$ cat src/rtl/game_pkg.sv
// Shared constants and types for the whac-a-mole input path and game FSM.
package game_pkg;

  localparam int unsigned NUM_SW            = 10;
  localparam int unsigned CLK_HZ            = 50000000;
  localparam int unsigned DB_CYCLES_DEFAULT = CLK_HZ / 100;

  typedef logic [NUM_SW-1:0] sw_vec_t;

endpackage

$ cat src/rtl/switch_conditioner_if.sv
// Switch conditioner bus: raw switches and game tick in, conditioned levels/pulses/snapshot out.
// Optional sw_fall signal is present only when SW_FALL_EN is defined.
interface switch_conditioner_if #(
  parameter int unsigned NUM_SW = game_pkg::NUM_SW
);

  logic [NUM_SW-1:0] sw;
  logic              tick;
  logic [NUM_SW-1:0] sw_level;
  logic [NUM_SW-1:0] sw_rise;
  logic [NUM_SW-1:0] sw_hits;
  logic              hit_any;
`ifdef SW_FALL_EN
  logic [NUM_SW-1:0] sw_fall;
`endif

  modport master (
    output sw, tick,
    input  sw_level, sw_rise, sw_hits, hit_any
`ifdef SW_FALL_EN
    , input sw_fall
`endif
  );

  modport slave (
    input  sw, tick,
    output sw_level, sw_rise, sw_hits, hit_any
`ifdef SW_FALL_EN
    , output sw_fall
`endif
  );

endinterface

$ cat src/rtl/sw_debounce_bit.sv
// One switch channel: 2-flop synchroniser, stable-sample debouncer, registered edge pulses.
// sw_fall output exists only when SW_FALL_EN is defined.
module sw_debounce_bit #(
  parameter int unsigned DB_CYCLES = game_pkg::DB_CYCLES_DEFAULT
) (
  input  logic clock,
  input  logic reset,
  input  logic sw,
  output logic level,
  output logic rise
`ifdef SW_FALL_EN
  , output logic fall
`endif
);

  localparam int unsigned CW = (DB_CYCLES > 1) ? $clog2(DB_CYCLES) : 1;
  localparam logic [CW-1:0] LAST = CW'(DB_CYCLES - 1);

  logic          s1;
  logic          s2;
  logic [CW-1:0] count;
  logic          accept_c;

  assign accept_c = (s2 != level) && (count == LAST);

  always_ff @(posedge clock or posedge reset) begin
    if (reset) begin
      s1 <= 1'b0;
      s2 <= 1'b0;
    end else begin
      s1 <= sw;
      s2 <= s1;
    end
  end

  // Pulses are set on the same edge that updates level so they line up with it.
  always_ff @(posedge clock or posedge reset) begin
    if (reset) begin
      count <= '0;
      level <= 1'b0;
      rise  <= 1'b0;
    end else begin
      rise <= accept_c & s2;
      if (s2 == level) begin
        count <= '0;
      end else if (accept_c) begin
        level <= s2;
        count <= '0;
      end else begin
        count <= count + CW'(1);
      end
    end
  end

`ifdef SW_FALL_EN
  always_ff @(posedge clock or posedge reset) begin
    if (reset) fall <= 1'b0;
    else       fall <= accept_c & ~s2;
  end
`endif

endmodule

$ cat src/rtl/switch_conditioner.sv
// Switch input stage: per-channel sync/debounce plus a hit snapshot held between game ticks.
// Define SW_FALL_EN to add the sw_fall pulse output.
module switch_conditioner
  import game_pkg::*;
#(
  parameter int unsigned NUM_SW    = game_pkg::NUM_SW,
  parameter int unsigned DB_CYCLES = game_pkg::DB_CYCLES_DEFAULT
) (
  input  logic               clock,
  input  logic               reset,
  switch_conditioner_if.slave bus
);

  logic [NUM_SW-1:0] level;
  logic [NUM_SW-1:0] rise;
  logic [NUM_SW-1:0] pend;
  logic [NUM_SW-1:0] hits;
  logic              any_hit;
`ifdef SW_FALL_EN
  logic [NUM_SW-1:0] fall;
`endif

  for (genvar i = 0; i < NUM_SW; i++) begin : g_ch
    sw_debounce_bit #(.DB_CYCLES(DB_CYCLES)) u_db (
      .clock (clock),
      .reset (reset),
      .sw    (bus.sw[i]),
      .level (level[i]),
      .rise  (rise[i])
`ifdef SW_FALL_EN
      , .fall (fall[i])
`endif
    );
  end

  // A rise coincident with tick lands in this snapshot and is not carried into pend.
  always_ff @(posedge clock or posedge reset) begin
    if (reset) begin
      pend    <= '0;
      hits    <= '0;
      any_hit <= 1'b0;
    end else if (bus.tick) begin
      hits    <= pend | rise;
      any_hit <= |(pend | rise);
      pend    <= '0;
    end else begin
      pend    <= pend | rise;
    end
  end

  assign bus.sw_level = level;
  assign bus.sw_rise  = rise;
  assign bus.sw_hits  = hits;
  assign bus.hit_any  = any_hit;
`ifdef SW_FALL_EN
  assign bus.sw_fall  = fall;
`endif

endmodule

$ cat src/flat_wrapper.sv
// flat-port wrapper written by rule: the top's interface ports become plain ports
module switch_conditioner_flat import game_pkg::*;
#(
  parameter int unsigned NUM_SW    = game_pkg::NUM_SW,
  parameter int unsigned DB_CYCLES = game_pkg::DB_CYCLES_DEFAULT
)
  (clock, reset, bus_sw, bus_tick, bus_sw_level, bus_sw_rise, bus_sw_hits, bus_hit_any);
  switch_conditioner_if #(.NUM_SW(NUM_SW)) bus_i ();
  input  logic clock;
  input  logic reset;
  input wire logic [$bits(bus_i.sw)-1:0] bus_sw;
  input wire logic [$bits(bus_i.tick)-1:0] bus_tick;
  output wire logic [$bits(bus_i.sw_level)-1:0] bus_sw_level;
  output wire logic [$bits(bus_i.sw_rise)-1:0] bus_sw_rise;
  output wire logic [$bits(bus_i.sw_hits)-1:0] bus_sw_hits;
  output wire logic [$bits(bus_i.hit_any)-1:0] bus_hit_any;
  assign bus_i.sw = bus_sw;
  assign bus_i.tick = bus_tick;
  assign bus_sw_level = bus_i.sw_level;
  assign bus_sw_rise = bus_i.sw_rise;
  assign bus_sw_hits = bus_i.sw_hits;
  assign bus_hit_any = bus_i.hit_any;
  switch_conditioner #(.NUM_SW(NUM_SW), .DB_CYCLES(DB_CYCLES)) u_core (.clock(clock), .reset(reset), .bus(bus_i));
endmodule
$ cat config.mk
export PLATFORM = sky130hd
export DESIGN_NAME = switch_conditioner_flat
export DESIGN_NICKNAME = d
export VERILOG_FILES = /design/src/rtl/game_pkg.sv /design/src/rtl/switch_conditioner_if.sv /design/src/rtl/sw_debounce_bit.sv /design/src/rtl/switch_conditioner.sv /design/src/flat_wrapper.sv
export SDC_FILE = /design/constraint.sdc
export NUM_CORES = 1
export LEC_CHECK = 0
export BUFFER_PORTS_ARGS = -buffer_cell sky130_fd_sc_hd__buf_2
export CORE_MARGIN = 1
export CORE_UTILIZATION = 30
export CTS_CLUSTER_DIAMETER = 100
export DETAILED_ROUTE_END_ITERATION = 7
export PLACE_DENSITY_LB_ADDON = 0.3
export SLEW_MARGIN = 20
export SYNTH_ARGS = -nofsm -noshare
export SYNTH_HDL_FRONTEND = slang
export SYNTH_SLANG_ARGS = --single-unit
$ cat constraint.sdc
create_clock -name clock -period 11.8 [get_ports clock]
set_input_delay 0.59 -clock clock [delete_from_list [all_inputs] [get_ports clock]]
set_output_delay 0.59 -clock clock [all_outputs]
set_load 0.005 [all_outputs]
======== After elaboration in Yosys (flattened, before gate mapping) ========
Cells that the tools add are included.
word-level totals
  register bits after elaboration ......... 251
cells by class
  add/subtract/negate cells ............... 10
  equality and inequality tests ........... 30
  mux-type cells .......................... 21
  bitwise logic cells ..................... 21
  reduce and logical (&&, ||, !) cells .... 21
operator list
  operator                                                         count
  19-bit 2-to-1 mux                                                20
  19-bit by 1-bit adder with 19-bit output, second input constant  10
  19-bit == test, second input constant                            10
  2-bit AND reduction                                              10
  1-bit bitwise AND                                                10
  1-bit == test                                                    10
  1-bit logical AND                                                10
  10-bit 2-to-1 mux                                                1
  1-bit != test                                                    10
  1-bit NOT                                                        10
  10-bit bitwise OR                                                1
  10-bit OR reduction                                              1

======== Longest topological paths before layout ========
Gate-level depths: netlist of run 1.
  depth in word-level cells ............... 4
  gate-level depth with buffers ........... 7
  depth with buffers taken out ............ 5

======== Cells and area by module ========
Synthesis of run 1 repeated with hierarchy kept, for this count alone.
unflattened totals
  cells, all modules ...................... 1090
  area total of the unflattened synthesis .. 11885.1 µm²
by module, submodules not included
  module              instances  cells an instance  area each (µm²)  sequential area each (µm²)
  sw_debounce_bit     10         102                1109.8           575.6
  switch_conditioner  1          70                 787.0            525.5

======== Worst setup path after synthesis of run 1 ========
Ideal clock, no wire load.
  path kind ............................... register -> register
  start ................................... register u_core.g_ch[7].u_db.count[14]
  end ..................................... register u_core.g_ch[7].u_db.level
  arrival ................................. 1.897 ns
  required time ........................... 11.675 ns
  setup slack ............................. 9.778 ns
  cell stages (with the launch flop) ...... 5
  period minus slack after synthesis ...... 2.022 ns
  cell sequence ........................... dfrtp_1 or4_1 or4_4 nor2_1 mux2_2
on the way
  word-level cells in the longest chain between the ends .. 3
RTL lines
  what                                  RTL line               RTL
  from (decl)                           sw_debounce_bit.sv:21  logic [CW-1:0] count;
  from (signal assigned)                sw_debounce_bit.sv:50  count <= count + CW'(1);
  19-bit == test                        sw_debounce_bit.sv:24  assign accept_c = (s2 != level) && (count == LAST);
  1-bit logical AND                     sw_debounce_bit.sv:24
  2-bit AND reduction (no source line)  --
  to (signal assigned)                  sw_debounce_bit.sv:40  level <= 1'b0;
  to (signal assigned)                  sw_debounce_bit.sv:47  level <= s2;
  to (decl)                             sw_debounce_bit.sv:9   output logic level,
Every way passes these cells.
A chain may end at the register's enable or synchronous reset.

======== Worst setup path after layout of run 1 ========
  start ................................... register u_core.g_ch[1].u_db.count[0]
  end ..................................... register u_core.g_ch[1].u_db.count[2]
on the way
  word-level cells in the longest chain between the ends .. 4
RTL lines
  what                                                                                              RTL line               RTL
  from (decl)                                                                                       sw_debounce_bit.sv:21
  from (signal assigned)                                                                            sw_debounce_bit.sv:50
  parallel branches: the longest is 2 deep, another holds 19-bit by 1-bit adder with 19-bit output  --
  19-bit 2-to-1 mux *                                                                               sw_debounce_bit.sv:46  end else if (accept_c) begin
  19-bit 2-to-1 mux *                                                                               sw_debounce_bit.sv:44  if (s2 == level) begin
Every way passes the cells marked *.

==> results of run 1 <==
## logic make-up (layout without fill, tap and decap cells)
| logic type | after synthesis | in the layout |
|---|---|---|
| mux | 10 | 10 |
| fa+ha+maj | 10 | 10 |
| buf+inv | 80 | 134 |
| simple gates | 559 | 559 |
| xor+xnor | 126 | 126 |
| flops | 251 | 251 |
| compound gates | 126 | 126 |
## final timing paths
| kind | slack, ns | startpoint | cells after the start | endpoint |
|---|---|---|---|---|
| worst max-delay path | 9.50 | u_core.g_ch[1].u_db.count[0] | 6 | u_core.g_ch[1].u_db.count[2] |
| worst min-delay path | 0.12 | bus_sw[8] | 1 | u_core.g_ch[8].u_db.s1 |
| worst max register to register | 9.50 | u_core.g_ch[1].u_db.count[0] | 6 | u_core.g_ch[1].u_db.count[2] |
| worst min register to register | 0.35 | u_core.g_ch[2].u_db.s1 | 0 | u_core.g_ch[2].u_db.s2 |
| max in group asynchronous | 9.60 | reset | 4 | u_core.g_ch[0].u_db.level |
| min in group asynchronous | 0.15 | reset | 2 | u_core.bus.sw_hits[5] |
## cell usage in the layout (no fill, tap or decap), types with 10 or more instances in the layout
cell	instances
xnor2_1	81
nor3_1	24
and2_1	11
dfrtp_1	251
nor4_1	28
a21oi_1	63
ha_1	10
nand4_1	48
o31ai_1	20
and3_1	17
mux2_2	10
nand2_1	61
or3_1	38
clkbuf_16	29
xor2_1	45
nor2_1	168
or4_1	29
nand3_1	69
buf_2	43
nor2_2	10
o21ai_0	29
inv_1	30
## layout make-up
| type | instances | area [sq um] | area share (%) |
|---|---|---|---|
| Tap cell | 518 | 648 | 4.82 |
| Sequential cell | 251 | 6280 | 46.7 |
| Inverter | 31 | 124 | 0.921 |
| Timing Repair Buffer | 51 | 279 | 2.07 |
| Clock inverter | 15 | 240 | 1.79 |
| Multi-Input combinational cell | 831 | 5080 | 37.7 |
| Clock buffer | 37 | 806 | 5.99 |
## synth_stat cells (9+ instances only)
cell,n,area (sq um)
a21oi_1,63,315
and2_1,11,68.8
and3_1,17,106
and4_1,9,78.8
buf_4,20,150
clkbuf_1,21,78.8
dfrtp_1,251,6280
ha_1,10,125
inv_1,31,116
mux2_2,10,113
nand2_1,61,229
nand3_1,69,345
nand4_1,48,300
nor2_1,168,631
nor2_2,10,62.6
nor3_1,24,120
nor4_1,28,175
o21ai_0,29,145
o31ai_1,20,150
or2_2,9,56.3
or3_1,38,238
or4_1,29,218
xnor2_1,81,709
xor2_1,45,394
## state kept, by name, indices dropped and copies added (netlist names)
name                    cells
u_core.g_ch.u_db.s1        10
u_core.g_ch.u_db.count    190
u_core.bus.hit_any          1
u_core.g_ch.u_db.s2        10
u_core.pend                10
u_core.bus.sw_hits         10
u_core.g_ch.u_db.rise      10
u_core.g_ch.u_db.level     10
## routing by layer
metal  routed length, um  track usage, %  part of all wire, %
met5                  11               0                0.047
met4                 493            3.59                  2.1
met3                 888            2.25                  3.8
met2               10400            19.0                   44
met1               11600            17.0                   50
## power groups by stage
| stage | Clock [mW] | Sequential (mW) | Combinational [mW] |
|---|---|---|---|
| 2_1_floorplan | 0 | 0.901 | 0.0411 |
| 3_3_place_gp | 0 | 0.903 | 0.0601 |
| 3_5_place_dp | 0 | 0.904 | 0.0608 |
| 4_1_cts | 1.00 | 0.888 | 0.0611 |
| 5_1_grt | 1.03 | 0.890 | 0.0685 |
| 6_report | 0.973 | 0.888 | 0.0581 |
==> qor.yml, run 1 <==
utilization_pct: 34.8
synth_area_sq_mm: 0.0117
antenna_cells: 0
place_congestion: 0.769
cp_max_fo: 10
ant_nets: 0
dr.pass1.iters: 4
critPathBufInv: 1
nFillCells: 3825
hold_viol_final: 0
yosysSeqAreaShare_pct: 53.5
critical-path-max-stage-delay_ns: 0.64
postCtsSetupRepairBufs: 0
synth_xor_area_share_pct: 9.40
dpl_cell_area_sq_mm: 0.0124
leakagePower_nw: 5.42
synth_adder_area_share_pct: 1.07
clk_latency_ns: 0.57
cts.sinks: 251
antenna_found_initial: 1
syn_to_final_growth_pct: 14.7
synth_top_family_by_area: "simple AND/OR/NAND/NOR gates"
p_clk_share_pct: 50.7
power_per_cell_area_mw_per_mm2: 143
switching_share_pct: 21.6
drc: 0
fin_skew_ns: 0.0190
drt-initial-drc-count: 443
synth_edf_count: 0
dp_slack_ns: 8.49
critical_path_class: "reg -> reg"
cts_tree: "yes"
track_usage_pct: 12.1
finalHoldWorstSlack_ns: 0.124
fin_ws_ns: 9.50
pwr-share-seq_pct: 46.3
dp_hpwl_mm: 15.7
min_period_ns: 2.30
worst_setup_path_start_kind: "flop"
crit_chain: "ha_1 > and4_1 > nand4_1 > o21ai_1 > buf_4 > nor2_1"
rows: 72
tightest_slew_ns: 0.921
hold_path_class: "in -> reg"
start_util_pct: 30.4
fin_cells: 1734
irDropWorstVdd_uv: 91.6
finalInstanceArea_sq_mm: 0.0135
cts.hold.buffers_added: 0
p_int_mw: 1.50
wl_mm: 23.4
crit_path_end_kind: "flop"
clock.fmax_mhz: 436
crit_arrival_ns: 2.74
drive_gt1_share_pct: 11.9
critPathSlowestCell: "o21ai_1"
cts_root_buffer: "clkbuf_16"
finalSetupTns_ns: 0
cts_buffer_depth: 3
grt_pass1_vias: 7962
io_pins: 44
synth_cells: 1162
vias_per_cell: 4.81
p_total_mw: 1.92
rsz0062_at_grt: "no"
synth_compound_area_share_pct: 6.46
dpl.cell_count: 1682
path_delay_family: "compound AO/OA/AOI/OAI gates"
die_h_um: 200
grt_overflow: 0
p_sw_mw: 0.414
relSlewSlack_pct: 38.4
synth.area.mux_share_pct: 0.960
layout.nets: 1218
cap_viol_max_count: 0
die_area_sq_mm: 0.0399
dieWidth_um: 200
syn_area_per_cell_sq_um: 10.1
power.share.combinational_pct: 3.0
synth-main-ff-cell: "dfrtp_1"
ctsResizeCount: 0
core_sq_mm: 0.0386
async_flop_share_pct: 100
finalSetupViolCount: 0
grt_pass1_wl_mm: 39.8
vias: 8344
portBuffers: 43
yosys_warnings: 0
synth_seq_cells: 251
htreeDepth: 1
grt_max_degree: 101
fin_crit_sh_pct: 19.5
synth-simple-area-share_pct: 25.2
slew_violations: 0
avgRoutedWirePerCell_um: 13.5
cts_made_buffers: 29
clk_pin_slew_worst_paths_ns: 0.06
ys_types: 47
status: "complete, no violations"
synth_fp_nets: 1185
required_ns: 12.25
No activity file was read; power rests on OpenSTA's default activity.
==> inputs of run 2 (changes only) <==
- clock period: 11.8 -> 1.9 ns (I/O delays scaled with it)
==> run 2 against run 1 <==
The flow now finishes with violations (negative setup slack); utilization is 2.7 points higher; flip-flop and latch count stayed put; non-clock buffer count is 116 higher; maximum frequency is 12% higher; clock power grew to 5.8 times the previous value; final area is 7.7% higher; worst hold slack worse by 0.036 ns; final cell count is 6.6% higher; critical path type unchanged; critical endpoint is now u_core.g_ch[7].u_db.level; largest power group unchanged; highest routed layer is now met4.
==> qor.yml, run 2 (synthesis results as in run 1) <==
rows: 72
cp_max_fo: 2
start_util_pct: 30.4
hold_viol_final: 0
power_per_cell_area_mw_per_mm2: 802
regArea_sq_mm: 0.00628
ant_nets: 0
finalInstanceArea_sq_mm: 0.0145
final_cell_mix: "dfrtp_1, nor2_1, buf_4"
violations: "negative setup slack"
dieWidth_um: 200
core_sq_mm: 0.0386
cts_root_buffer: "clkbuf_16"
antenna_found_initial: 0
dr.pass1.iters: 5
slew_violations: 0
drt-initial-drc-count: 354
nFillCells: 3827
die_h_um: 200
die_area_sq_mm: 0.0399
drc: 0
dp_slack_ns: -0.122
r2r-start: "u_core.g_ch[7].u_db.count[9]"
reg2reg_to: "u_core.g_ch[7].u_db.level"
multi_input_comb_area_sq_mm: 0.00519
largest_register_ffs: 190
dp_hpwl_mm: 17.1
rr_worst_depth: 4
utilization_pct: 37.5
cts_tree: "yes"
crit_arrival_ns: 2.48
final_common_cell: "dfrtp_1"
grt_overflow: 0
r2r_slack_ns: -0.15
htreeDepth: 1
grt_pass1_wl_mm: 41.9
rsz0062_at_grt: "yes"
grt_pass1_vias: 8580
crit_path_end_kind: "flop"
drive_gt1_share_pct: 19.9
startpoint: "u_core.g_ch[7].u_db.count[9]"
min_period_ns: 2.05
syn_to_final_growth_pct: 23.4
vias: 8729
track_usage_pct: 12.8
top_register: "u_core.g_ch.u_db.count"
leakagePower_nw: 5.97
fin_skew_ns: 0.0153
dpl_cell_area_sq_mm: 0.0133
grt_max_degree: 67
status: "complete, but fails checks"
cts_buffer_depth: 3
cts.sinks: 251
cap_viol_max_count: 0
wl_mm: 24.4
critical_path_class: "reg -> reg"
cts_made_buffers: 29
antenna_cells: 0
required_ns: 2.33
portBuffers: 43
hold_path_class: "in -> async"
vias_per_cell: 4.72
worst_setup_path_start_kind: "flop"
irDropWorstVdd_uv: 548
endpoint: "u_core.g_ch[7].u_db.level"
fin_crit_sh_pct: 108
clk_pin_slew_worst_paths_ns: 0.06
finalSetupViolCount: 20
io_pins: 44
tightest_slew_ns: 0.442
clock.fmax_mhz: 487
avgRoutedWirePerCell_um: 13.2
finalSetupTns_ns: -2.01
clk_latency_ns: 0.55
layout.nets: 1334
relSlewSlack_pct: 70.1
fin_ws_ns: -0.153
place_congestion: 0.828
## run 2: cell type report
| type | instances | share of cell area, % |
|---|---|---|
| Clock buffer | 40 | 5.78 |
| Clock inverter | 11 | 0.959 |
| Inverter | 31 | 0.829 |
| Multi-Input combinational cell | 831 | 35.9 |
| Sequential cell | 251 | 43.4 |
| Tap cell | 518 | 4.47 |
| Timing Repair Buffer | 167 | 8.72 |
## run 2: timing repair
action / 4_1_cts / 5_1_grt
hold endpoints to repair: 262 / 0
setup endpoints to repair: 20 / 39
hold buffers: 12 / 0
buffers inserted: 0 / 8
pin swaps: 0 / 5
resized for setup: 0 / 19
cloned: 0 / 0
## run 2: worst min path at each step
| stage | depth (start not counted) | slack [ns] | end | from |
|---|---|---|---|---|
| finish | 3 | 0.09 | u_core.g_ch[6].u_db.count[5] | reset |
| global route | 3 | 0.11 | u_core.g_ch[6].u_db.count[10] | reset |
| CTS | 3 | 0.07 | u_core.g_ch[6].u_db.count[5] | reset |
| detailed placement | 2 | 0.11 | u_core.g_ch[6].u_db.count[0] | reset |
| global placement | 2 | 0.12 | u_core.g_ch[6].u_db.count[0] | reset |
| floorplan | 0 | 0.13 | u_core.g_ch[0].u_db.s1 | bus_sw[0] |
## run 2: critical path, stage by stage, from the launching register on
cell and delay (ns):
dfrtp_1 0.37, or4b_4 0.53, or4_4 0.59, nor2_4 0.14, mux2_4 0.30
## run 2: metrics by stage
stage / power [mW] / hold slack, ns / instances
finish: 11.6 / 0.0884 / 1849
global route: 12.1 / 0.110 / 1849
CTS: 11.9 / 0.0688 / 1841
detailed placement: 6.07 / 0.112 / 1778
global placement: 6.06 / 0.117 / 1778
floorplan: 5.86 / 0.126 / 1162
## run 2: routing by layer
metal  vias up  wire length (um)  GRT usage, %
li1       4397                 -             -
met5         -                 0             0
met2        96             11300          21.0
met3        30               994          2.72
met1      4206             11600          17.1
met4         0               479          3.00
## run 2: report_power, final
part,internal [mW],switching [mW]
Sequential,5.44,0.0778
Combinational,0.184,0.278
Clock,3.46,2.18
==> inputs of run 3 (changes only) <==
- RECOVER_POWER: unset -> 100
- REMOVE_ABC_BUFFERS: unset -> 1
==> run 3 against run 2 <==
The flow still finishes with violations (negative setup slack); worst setup slack better by 0.024 ns; first-iteration DRC count up 31%; wire length rose by 1.3%; critical path depth is the same; clock skew increased by 0.014 ns; largest power group unchanged.
==> qor.yml, run 3 (synthesis results as in run 1) <==
grt_overflow: 0
finalHoldWorstSlack_ns: 0.152
reg2reg_to: "u_core.g_ch[7].u_db.level"
drt-initial-drc-count: 465
vias_per_cell: 4.74
cts_made_buffers: 30
fin_ws_ns: -0.129
wl_mm: 24.7
grt-busiest-layer: "met2"
grt_pass1_vias: 8753
dr.pass1.iters: 6
hold_depth: 2
use_met1_pct: 17.6
hold_viol_final: 0
drive_gt1_share_pct: 17.1
drc: 0
crit_arrival_ns: 2.48
core_sq_mm: 0.0386
crit_path_end_kind: "flop"
critical_path_class: "reg -> reg"
final_cell_mix: "dfrtp_1, nor2_1, buf_4"
rr_worst_depth: 4
clk_latency_ns: 0.59
hold_end: "u_core.g_ch[0].u_db.s1"
worst_setup_path_start_kind: "flop"
portBuffers: 43
leakagePower_nw: 5.91
antenna_cells: 0
p_total_mw: 12.6
grt_max_degree: 60
rows: 72
regArea_sq_mm: 0.00628
ant_nets: 0
cts_root_buffer: "clkbuf_16"
syn_to_final_growth_pct: 23.2
cap_viol_max_count: 0
nFillCells: 3829
dpl_cell_area_sq_mm: 0.0132
clk_pin_slew_worst_paths_ns: 0.06
violations: "negative setup slack"
largest_register_ffs: 190
start_util_pct: 30.4
min_period_ns: 2.03
gr-usage-met3_pct: 2.62
cts_buffer_depth: 3
final_common_cell: "dfrtp_1"
finalInstanceArea_sq_mm: 0.0145
cts.sinks: 251
cp_max_fo: 2
fin_crit_sh_pct: 107
grt_pass1_wl_mm: 42.6
relSlewSlack_pct: 10.5
multi_input_comb_area_sq_mm: 0.00511
clock.fmax_mhz: 493
hp-start: "bus_sw[0]"
htreeDepth: 1
irDropWorstVdd_uv: 734
finalSetupViolCount: 20
slew_violations: 0
die_area_sq_mm: 0.0399
finalSetupTns_ns: -1.83
io_pins: 44
track_usage_pct: 12.9
antenna_found_initial: 0
place_congestion: 0.813
r2r_slack_ns: -0.13
hold_path_class: "in -> reg"
status: "complete, but fails checks"
dieWidth_um: 200
cts_tree: "yes"
fin_skew_ns: 0.0297
grt.met2_usage_pct: 20.6
vias: 8799
required_ns: 2.35
die_h_um: 200
rsz0062_at_grt: "yes"
top_register: "u_core.g_ch.u_db.count"
power_per_cell_area_mw_per_mm2: 874
avgRoutedWirePerCell_um: 13.3
layout.nets: 1337
tightest_slew_ns: 1.34
r2r-start: "u_core.g_ch[7].u_db.count[9]"
dp_hpwl_mm: 17.0
==> run 3: changes by cell type in the layout (fill, tap and decap cells not counted), moves of 3 or more <==
cell	previous run	this run
clkbuf_1	4	32
bufinv_16	3	9
o31ai_1	20	23
buf_12	7	1
and2_1	11	2
buf_4	105	90
ha_1	7	10
or4_4	5	2
buf_2	43	23
clkbuf_4	0	3
clkbuf_2	0	7
or4_1	25	28
and2_0	0	9
==> run 3: worst max path at each step <==
stage	startpoint	endpoint	slack, ns	cells after the start
floorplan	reset	u_core.bus.hit_any	-5.09	1
global placement	u_core.g_ch[7].u_db.count[14]	u_core.g_ch[7].u_db.level	-0.16	4
detailed placement	u_core.g_ch[7].u_db.count[14]	u_core.g_ch[7].u_db.level	-0.18	4
CTS	u_core.g_ch[7].u_db.count[9]	u_core.g_ch[7].u_db.level	-0.13	4
global route	u_core.g_ch[7].u_db.count[9]	u_core.g_ch[7].u_db.count[2]	-0.17	5
finish	u_core.g_ch[7].u_db.count[9]	u_core.g_ch[7].u_db.level	-0.13	4
==> run 3: layout make-up <==
class	count	share of cell area, %
Clock buffer	36	5.69
Clock inverter	20	2.51
Inverter	31	0.831
Multi-Input combinational cell	831	35.3
Sequential cell	251	43.4
Tap cell	518	4.48
Timing Repair Buffer	169	7.74
==> run 3: layer usage <==
metal,wire length [um],up-vias
met2,11100,110
met4,658,0
li1,-,4406
met3,1030,43
met5,0,-
met1,11900,4240
==> run 3: report_power, final <==
part / internal (mW) / switching (mW) / leakage, nW
clock network: 4.32 / 2.39 / 0.578
registers: 5.44 / 0.0728 / 3.42
logic: 0.144 / 0.274 / 1.91
total: 9.90 / 2.74 / 5.91
==> run 3: timing repair <==
action / 4_1_cts / 5_1_grt
setup buffers: 0 / 2
endpoints found under the hold margin: 248 / 0
setup endpoints to repair: 24 / 51
pin swaps: 3 / 6
gates resized for setup: 7 / 15
hold buffers: 12 / 0
==> run 3: per-stage QoR <==
step                      std cells  util [%]  worst slack (ns)
after global routing           1856      37.4            -0.174
after global placement         1786      34.2            -0.161
after floorplan                1113         -             -5.09
after detailed placement       1786      34.2            -0.179
after CTS                      1854      37.7            -0.126
final                          1856      37.4            -0.129
==> run 3: worst max-delay path: stages (launching register included) <==
cell and delay [ns]:
dfrtp_1 0.37, or4b_1 0.52, or4_4 0.58, nor2_4 0.14, mux2_4 0.30
